===== src/rtl/pair_stream_sync_pkg.sv =====
// Shared definitions for the pair_stream_sync block.
//   state_e       : pairing FSM states (S_PAIR, S_DRAIN0, S_DRAIN1)
//   DEFAULT_CNT_W : default width of the status counters
package pair_stream_sync_pkg;

  localparam int unsigned DEFAULT_CNT_W = 16;

  typedef enum logic [1:0] {
    S_PAIR   = 2'd0,
    S_DRAIN0 = 2'd1,
    S_DRAIN1 = 2'd2
  } state_e;

endpackage


===== src/rtl/pair_out_reg.sv =====
// Single-entry registered output stage shared by two lockstep AXI-Stream outputs.
// Ports:
//   clk, reset, clear        : clock, synchronous active-high reset and clear
//   load                     : load a new beat (only asserted by the caller when load_ok)
//   in0_data, in1_data       : beat payloads for outputs 0 and 1
//   in_last                  : tlast of the beat being loaded
//   out0_data, out1_data     : registered payloads
//   out_last, out_valid      : registered tlast and common valid
//   out0_ready, out1_ready   : downstream readies; the transfer needs both
//   load_ok                  : entry is empty or is being transferred this cycle
module pair_out_reg #(
  parameter int unsigned DW = 32
) (
  input  logic          clk,
  input  logic          reset,
  input  logic          clear,
  input  logic          load,
  input  logic [DW-1:0] in0_data,
  input  logic [DW-1:0] in1_data,
  input  logic          in_last,
  output logic [DW-1:0] out0_data,
  output logic [DW-1:0] out1_data,
  output logic          out_last,
  output logic          out_valid,
  input  logic          out0_ready,
  input  logic          out1_ready,
  output logic          load_ok
);

  logic [DW-1:0] data0_q, data1_q;
  logic          last_q, valid_q;
  logic          xfer;

  assign xfer    = valid_q & out0_ready & out1_ready;
  assign load_ok = ~valid_q | xfer;

  always_ff @(posedge clk) begin
    if (reset || clear) begin
      data0_q <= '0;
      data1_q <= '0;
      last_q  <= 1'b0;
      valid_q <= 1'b0;
    end else if (load) begin
      data0_q <= in0_data;
      data1_q <= in1_data;
      last_q  <= in_last;
      valid_q <= 1'b1;
    end else if (xfer) begin
      // Payload is left in place; only valid drops once the beat has gone.
      valid_q <= 1'b0;
    end
  end

  assign out0_data = data0_q;
  assign out1_data = data1_q;
  assign out_last  = last_q;
  assign out_valid = valid_q;

endmodule


===== src/rtl/pair_stream_sync.sv =====
// Packet-pairing controller for two AXI-Stream inputs feeding lockstep consumers.
// Beats are admitted only as matched pairs and presented with a common valid/tlast.
// On a length mismatch the shorter packet's tlast ends the output packet, err_stb
// pulses and the remainder of the longer packet is drained.
// Ports:
//   clk, reset, clear             : clock, synchronous active-high reset and clear
//   i0_* / i1_*                   : input streams (tdata, tlast, tvalid, tready)
//   o0_tdata, o1_tdata            : paired output payloads
//   o_tlast, o_tvalid             : common output tlast/valid
//   o0_tready, o1_tready          : downstream readies
//   err_stb                       : one-cycle pulse per length mismatch
//   pkt_cnt, err_cnt, drop_cnt    : wrapping status counters
module pair_stream_sync
  import pair_stream_sync_pkg::*;
#(
  parameter int unsigned WIDTH = 16,
  parameter int unsigned CNT_W = DEFAULT_CNT_W
) (
  input  logic               clk,
  input  logic               reset,
  input  logic               clear,
  input  logic [2*WIDTH-1:0] i0_tdata,
  input  logic               i0_tlast,
  input  logic               i0_tvalid,
  output logic               i0_tready,
  input  logic [2*WIDTH-1:0] i1_tdata,
  input  logic               i1_tlast,
  input  logic               i1_tvalid,
  output logic               i1_tready,
  output logic [2*WIDTH-1:0] o0_tdata,
  output logic [2*WIDTH-1:0] o1_tdata,
  output logic               o_tlast,
  output logic               o_tvalid,
  input  logic               o0_tready,
  input  logic               o1_tready,
  output logic               err_stb,
  output logic [CNT_W-1:0]   pkt_cnt,
  output logic [CNT_W-1:0]   err_cnt,
  output logic [CNT_W-1:0]   drop_cnt
);

  state_e           state_q, state_d;
  logic             err_q, err_d;
  logic [CNT_W-1:0] pkt_cnt_q, err_cnt_q, drop_cnt_q;
  logic             pkt_inc, drop_inc;
  logic             flush, load, load_ok, pair_ok;

  assign flush   = reset | clear;
  // Readies are held low during the reset/clear cycle so nothing is consumed.
  assign pair_ok = i0_tvalid & i1_tvalid & load_ok & ~flush;

  pair_out_reg #(
    .DW(2*WIDTH)
  ) u_out_reg (
    .clk       (clk),
    .reset     (reset),
    .clear     (clear),
    .load      (load),
    .in0_data  (i0_tdata),
    .in1_data  (i1_tdata),
    .in_last   (i0_tlast | i1_tlast),
    .out0_data (o0_tdata),
    .out1_data (o1_tdata),
    .out_last  (o_tlast),
    .out_valid (o_tvalid),
    .out0_ready(o0_tready),
    .out1_ready(o1_tready),
    .load_ok   (load_ok)
  );

  always_comb begin
    state_d   = state_q;
    i0_tready = 1'b0;
    i1_tready = 1'b0;
    load      = 1'b0;
    pkt_inc   = 1'b0;
    drop_inc  = 1'b0;
    err_d     = 1'b0;
    case (state_q)
      S_PAIR: begin
        i0_tready = pair_ok;
        i1_tready = pair_ok;
        load      = pair_ok;
        if (pair_ok && (i0_tlast || i1_tlast)) begin
          pkt_inc = 1'b1;
          if (!i1_tlast) begin
            err_d   = 1'b1;
            state_d = S_DRAIN1;
          end else if (!i0_tlast) begin
            err_d   = 1'b1;
            state_d = S_DRAIN0;
          end
        end
      end
      S_DRAIN0: begin
        i0_tready = ~flush;
        if (i0_tvalid && !flush) begin
          drop_inc = 1'b1;
          if (i0_tlast) state_d = S_PAIR;
        end
      end
      S_DRAIN1: begin
        i1_tready = ~flush;
        if (i1_tvalid && !flush) begin
          drop_inc = 1'b1;
          if (i1_tlast) state_d = S_PAIR;
        end
      end
      default: state_d = S_PAIR;
    endcase
  end

  always_ff @(posedge clk) begin
    if (flush) begin
      state_q    <= S_PAIR;
      err_q      <= 1'b0;
      pkt_cnt_q  <= '0;
      err_cnt_q  <= '0;
      drop_cnt_q <= '0;
    end else begin
      state_q <= state_d;
      err_q   <= err_d;
      if (pkt_inc)  pkt_cnt_q  <= pkt_cnt_q + CNT_W'(1);
      if (err_d)    err_cnt_q  <= err_cnt_q + CNT_W'(1);
      if (drop_inc) drop_cnt_q <= drop_cnt_q + CNT_W'(1);
    end
  end

  assign err_stb  = err_q;
  assign pkt_cnt  = pkt_cnt_q;
  assign err_cnt  = err_cnt_q;
  assign drop_cnt = drop_cnt_q;

endmodule


===== config.mk =====
export PLATFORM = sky130hd
export DESIGN_NAME = pair_stream_sync
export DESIGN_NICKNAME = d
export VERILOG_FILES = /design/src/rtl/pair_stream_sync_pkg.sv /design/src/rtl/pair_out_reg.sv /design/src/rtl/pair_stream_sync.sv
export SDC_FILE = /design/constraint.sdc
export NUM_CORES = 1
export LEC_CHECK = 0
export BUFFER_PORTS_ARGS = -buffer_cell sky130_fd_sc_hd__buf_2
export CORE_MARGIN = 1
export CORE_UTILIZATION = 44
export DETAILED_ROUTE_END_ITERATION = 6
export PLACE_DENSITY = 0.86
export SLEW_MARGIN = 20
export SYNTH_ARGS = -nofsm -noshare
export SYNTH_HDL_FRONTEND = slang
export SYNTH_SLANG_ARGS = --single-unit

===== constraint.sdc =====
create_clock -name clk -period 2.1 [get_ports clk]
set_input_delay 0.105 -clock clk [delete_from_list [all_inputs] [get_ports clk]]
set_output_delay 0.105 -clock clk [all_outputs]
set_load 0.01 [all_outputs]

### Word level (Yosys, flattened, before mapping)

Index checks and enable logic that the tools add are counted.

* add/sub/neg operators: 3
* equal/unequal tests: 8
* mux-type cells: 22
* bitwise gates (word level): 10
* reduce and logical (&&, ||, !) cells: 9

Operators by type and width (count)
* adder 16 x 1 -> 16 bit, second input constant: 3
* two-way mux 2 bit: 7
* two-way mux 1 bit: 11
* inequality test 2 bit, second input constant: 5
* case mux 1 bit (2 select lines): 3
* case mux 2 bit (3 select lines): 1
* AND reduction 6 bit: 1
* AND 1 bit: 5
* logical AND 1 bit: 3
* inequality test 3 bit, second input constant: 1
* OR 1 bit: 3
* == test 2 x 1 -> 1 bit, second input constant: 1
* == test 2 bit, second input constant: 1
* zero test 2 bit: 1
* logical OR 1 bit: 2
* NOT 1 bit: 2
* nonzero test 2 bit: 1
* zero test 1 bit: 1

* bits in registers: 117
* bits of input ports: 73
* output and inout bits: 117

### Depth between registers and ports, before layout

* depth after elaboration: 8
* gate-level depth with buffers: 7

### Modules after synthesis

From an unflattened synthesis, not the netlist that was laid out.

* cell total of the unflattened synthesis: 503
* area total of the unflattened synthesis: 4901.0 µm²

Modules (own cells, without submodules)
* pair_stream_sync: times used 1, cells an instance 288, area an instance 2474.9 µm²
* pair_out_reg: times used 1, cells an instance 215, area an instance 2426.1 µm²

### Least setup slack after synthesis

OpenSTA, ideal clock, no wires.

* path type: register to register
* start: reg state_q[0]
* end: reg drop_cnt_q[9], in the netlist drop_cnt[9]
* setup time: 0.070 ns
* arrival: 2.052 ns
* required time: 2.030 ns
* setup slack: -0.022 ns
* stages on the path, launching flop included: 8
* path buffers: 1
* cells stage by stage: dfxtp_1 inv_1 ha_1 or3b_4 or4_1 buf_2 or3_1 a21oi_1

* longest elaborated chain between the ends: 2

Ends and longest elaborated chain
* start: declaration: line pair_stream_sync.sv:42 `state_e state_q, state_d;`
* start signal: assignment: line pair_stream_sync.sv:121 `state_q <= state_d;`
* == test 2 bit / == test 2 x 1 -> 1 bit (equally long branches): line pair_stream_sync.sv:79 `case (state_q)`
* case mux 1 bit (2 select lines) (*): line pair_stream_sync.sv:79
* end signal: assignment: line pair_stream_sync.sv:125 `if (drop_inc) drop_cnt_q <= drop_cnt_q + CNT_W'(1);`
* end: declaration: line pair_stream_sync.sv:44 `logic [CNT_W-1:0] pkt_cnt_q, err_cnt_q, drop_cnt_q;`

Mark *: on every way between the ends. The rest lies on a longest branch, timed or not.
A chain may end at the register's enable or synchronous reset.

### Worst setup path in the final report

* start: reg state_q[1]
* end: reg drop_cnt_q[11], in the netlist drop_cnt[11]

The elaborated chain is that of the path after synthesis.

==> impl_metrics.csv <==
group,metric,value,unit
sta,hold_viol_final,0,
worst_setup_path,critical_path_class,"reg -> reg",
placement,pre_cts_ws,-0.0439,ns
worst_setup_path,rrSetupSlack,0.02,ns
worst_setup_path,arrival,2.52,ns
sta,finalSetupViolCount,0,
pwr,clockPowerShare,51.7,%
pwr,power_frac_seq,42.1,%
pwr,pwr-share-comb,6.1,%
drt,antenna_left,0,
drt,drc_errors,0,
global_route,grt_antenna_before_repair,1,
worst_setup_path,startpoint_type,"register",
drt,drt-total-wl,15.2,mm
pwr,peakVddDrop,523,uV
synth,synth_common_cells,"nand2_1, dfxtp_1, a21oi_1",
global_route,grt_max_degree,65,
cts,clock_path_buffers,2,
sta,worstMarginPinSlew,0.415,ns
placement,portBuffers,189,
cts,cts_sinks,117,
pwr,cellPowerDensity,736,mW/mm2
cts,cts_tree,"done",
synth,synth_top_area_cell,"dfxtp_1",
synth,avgSynthCellArea,8.20,um2
floorplan,fp.dieArea,0.0112,mm2
synth,synth_edf_count,0,
cts,cts-htree-levels,4,
synth,synthArstFlopShare,0,%
synth,syn_nets,658,
sta,fin_crit,2.08,ns
worst_setup_path,cp-endpoint,"drop_cnt[11]$_SDFFE_PP0P_",
layout,final_core_util,69.6,%
pwr,netSwitchingPower,1.29,mW
synth,synth_ff_type,"dfxtp_1",
sta,rsz0062_at_grt,"yes",
synth,ys_types,39,
floorplan,io_pins,190,
layout,fin_nets,920,
worst_setup_path,crit_path_end_kind,"register",
synth,seq_area_frac_synth,49.3,%
worst_setup_path,rr_startpoint,"state_q[1]$_SDFFE_PP0P_",
pwr,power_leakage,3.03,nW
worst_setup_path,critPathRequiredTime,2.54,ns
layout,area_growth,52.0,%
pwr,p_int,4.02,mW
sta,relSlewSlack,72.3,%
global_route,grt_first_pass_wirelength,23.5,mm
placement,place.gp.congestion,0.801,
drt,wire_per_inst,15.3,um
worst_setup_path,r2r_end,"drop_cnt[11]$_SDFFE_PP0P_",
synth,synth-seq-cells,117,
run,cap_violations,0,
outcome,status,"finished, final reports clean",
floorplan,core_area,0.0104,mm2
global_route,first_global_vias,5031,
synth,ys.warnings.count,0,
pwr,swShare,24.4,%
synth,syn-cell-area,0.00475,mm2
floorplan,rows,37,
drt,vias_per_cell,5.36,
sta,max_freq,481,MHz
synth,synthCells,579,
floorplan,die_h,106,um
layout,stdcell_count,991,
layout,drive_gt1_share,30.4,%
drt,drtIter0Drc,392,
floorplan,start_util,45.8,%
worst_setup_path,crit_start,"state_q[1]$_SDFFE_PP0P_",
cts,clk_pin_slew,0.06,ns
synth,synth_top_cell_area_share,49.3,%
sta,slew_viol_final,0,
synth,synth.most_common_cell,"nand2_1",
floorplan,dieWidth,106,um
cts,clk_latency,0.50,ns
worst_setup_path,ff2ff_path_depth,6,
drt,first_pass_iters,6,
cts,numCtsBuffers,17,
sta,fin_crit_sh,99.1,%
global_route,grt_usage,26.5,%
synth,synth.area.top_cells,"dfxtp_1, nand2_1, a21oi_1",
placement,dp_cells,891,
cts,cts-root-buf,"clkbuf_8",
placement,hpwl,9.04,mm
hold_path,hold_path.class,"in -> reg",
sta,setup_ws,0.0188,ns
worst_setup_path,worstPathMaxFanout,5,
global_route,overflow,0,
drt,via_count,5314,
sta,fin_skew,0.00949,ns
-- cells in the final DEF, fill, tap and decap left out, types with 11 or more instances in the layout --
cell           count
nand2_1          151
buf_2            189
nand4_1           15
nand3_1           19
or3_1             15
clkbuf_16         16
dlygate4sd3_1     65
o31ai_1           11
o21ai_0           15
buf_4             17
dfxtp_1          115
nor2_1            14
a21oi_1           92
-- metrics by stage --
stage,hold WS [ns],TNS (ns),total power [mW],cell area (um2)
6_report,0.0926,0,5.31,7210
5_1_grt,0.130,-0.180,5.47,7210
4_1_cts,0.0704,0,5.33,7160
3_5_place_dp,0.351,-0.130,2.50,5950
3_3_place_gp,0.345,-0.0404,2.50,5950
2_1_floorplan,0.219,-0.00691,2.38,4760
-- registers in the layout, indices dropped and copies added (netlist names) --
| register | count |
|---|---|
| pkt_cnt | 16 |
| u_out_reg.out1_data | 32 |
| err_cnt | 16 |
| u_out_reg.out_valid | 1 |
| u_out_reg.out0_data | 32 |
| drop_cnt | 16 |
| err_stb | 1 |
| state_q | 2 |
| u_out_reg.out_last | 1 |
-- worst min path at each step --
stage	endpoint	start	cells past startpoint
finish	u_out_reg.out_valid$_SDFFE_PP0P_	o0_tready	3
floorplan	state_q[1]$_SDFFE_PP0P_	i1_tlast	1
CTS	u_out_reg.out_valid$_SDFFE_PP0P_	o0_tready	3
global placement	u_out_reg.out0_data[13]$_SDFFE_PP0P_	i0_tdata[13]	3
detailed placement	u_out_reg.out1_data[30]$_SDFFE_PP0P_	i1_tdata[30]	3
global route	u_out_reg.out_valid$_SDFFE_PP0P_	o0_tready	3
-- layer usage --
metal | track usage (%) | part of all wire [%] | wire (um)
met3 | 7.17 | 5.5 | 838
met4 | 15.9 | 4.5 | 677
met1 | 29.1 | 40 | 6080
met2 | 45.6 | 50 | 7600
met5 | 0 | 0 | 0
-- cells by family (layout without fill, tap and decap cells) --
| kind of cell | count (synthesis) | in the layout | share of synthesized area [%] |
|---|---|---|---|
| and+or+nand+nor | 253 | 254 | 25.2 |
| AOI/OAI and AO/OA | 146 | 146 | 17.8 |
| DFF | 117 | 117 | 49.3 |
| buffers and inverters | 44 | 318 | 3.64 |
| xor gates and xnor gates | 11 | 11 | 2.03 |
| adders and majority gates | 6 | 6 | 1.58 |
| muxes | 2 | 2 | 0.422 |
| other | 0 | 1 | 0 |
-- power groups by stage --
stage	registers (mW)	clock network (mW)	logic [mW]
after floorplan	2.29	0	0.0857
after global placement	2.29	0	0.213
after detailed placement	2.29	0	0.216
after CTS	2.24	2.78	0.312
after global routing	2.24	2.89	0.347
final	2.24	2.75	0.326
-- what timing repair did --
action,in CTS,in global routing
pin swaps,1,3
endpoints found under the hold margin,66,0
gates resized for setup,1,11
hold buffers,65,0
cloned,0,1
endpoints found under the setup margin,6,7
buffers inserted,0,1
-- worst max-delay path, cell delays in order, from the launching register on --
cell and delay [ns]:
dfxtp_2 0.33, inv_2 0.05, ha_4 0.25, or3b_4 0.40, or4_4 0.52, or3_1 0.35
a21oi_2 0.12
-- final cells by class --
cell class	instances	area, um2
inverter	11	41.3
tap	136	170
multi-input combinational	419	2290
clock inverter	14	144
sequential	117	2340
timing repair buffer	275	1800
antenna	1	2.50
fill	807	3160
clock buffer	18	418
No activity file was read; power rests on OpenSTA's default activity.
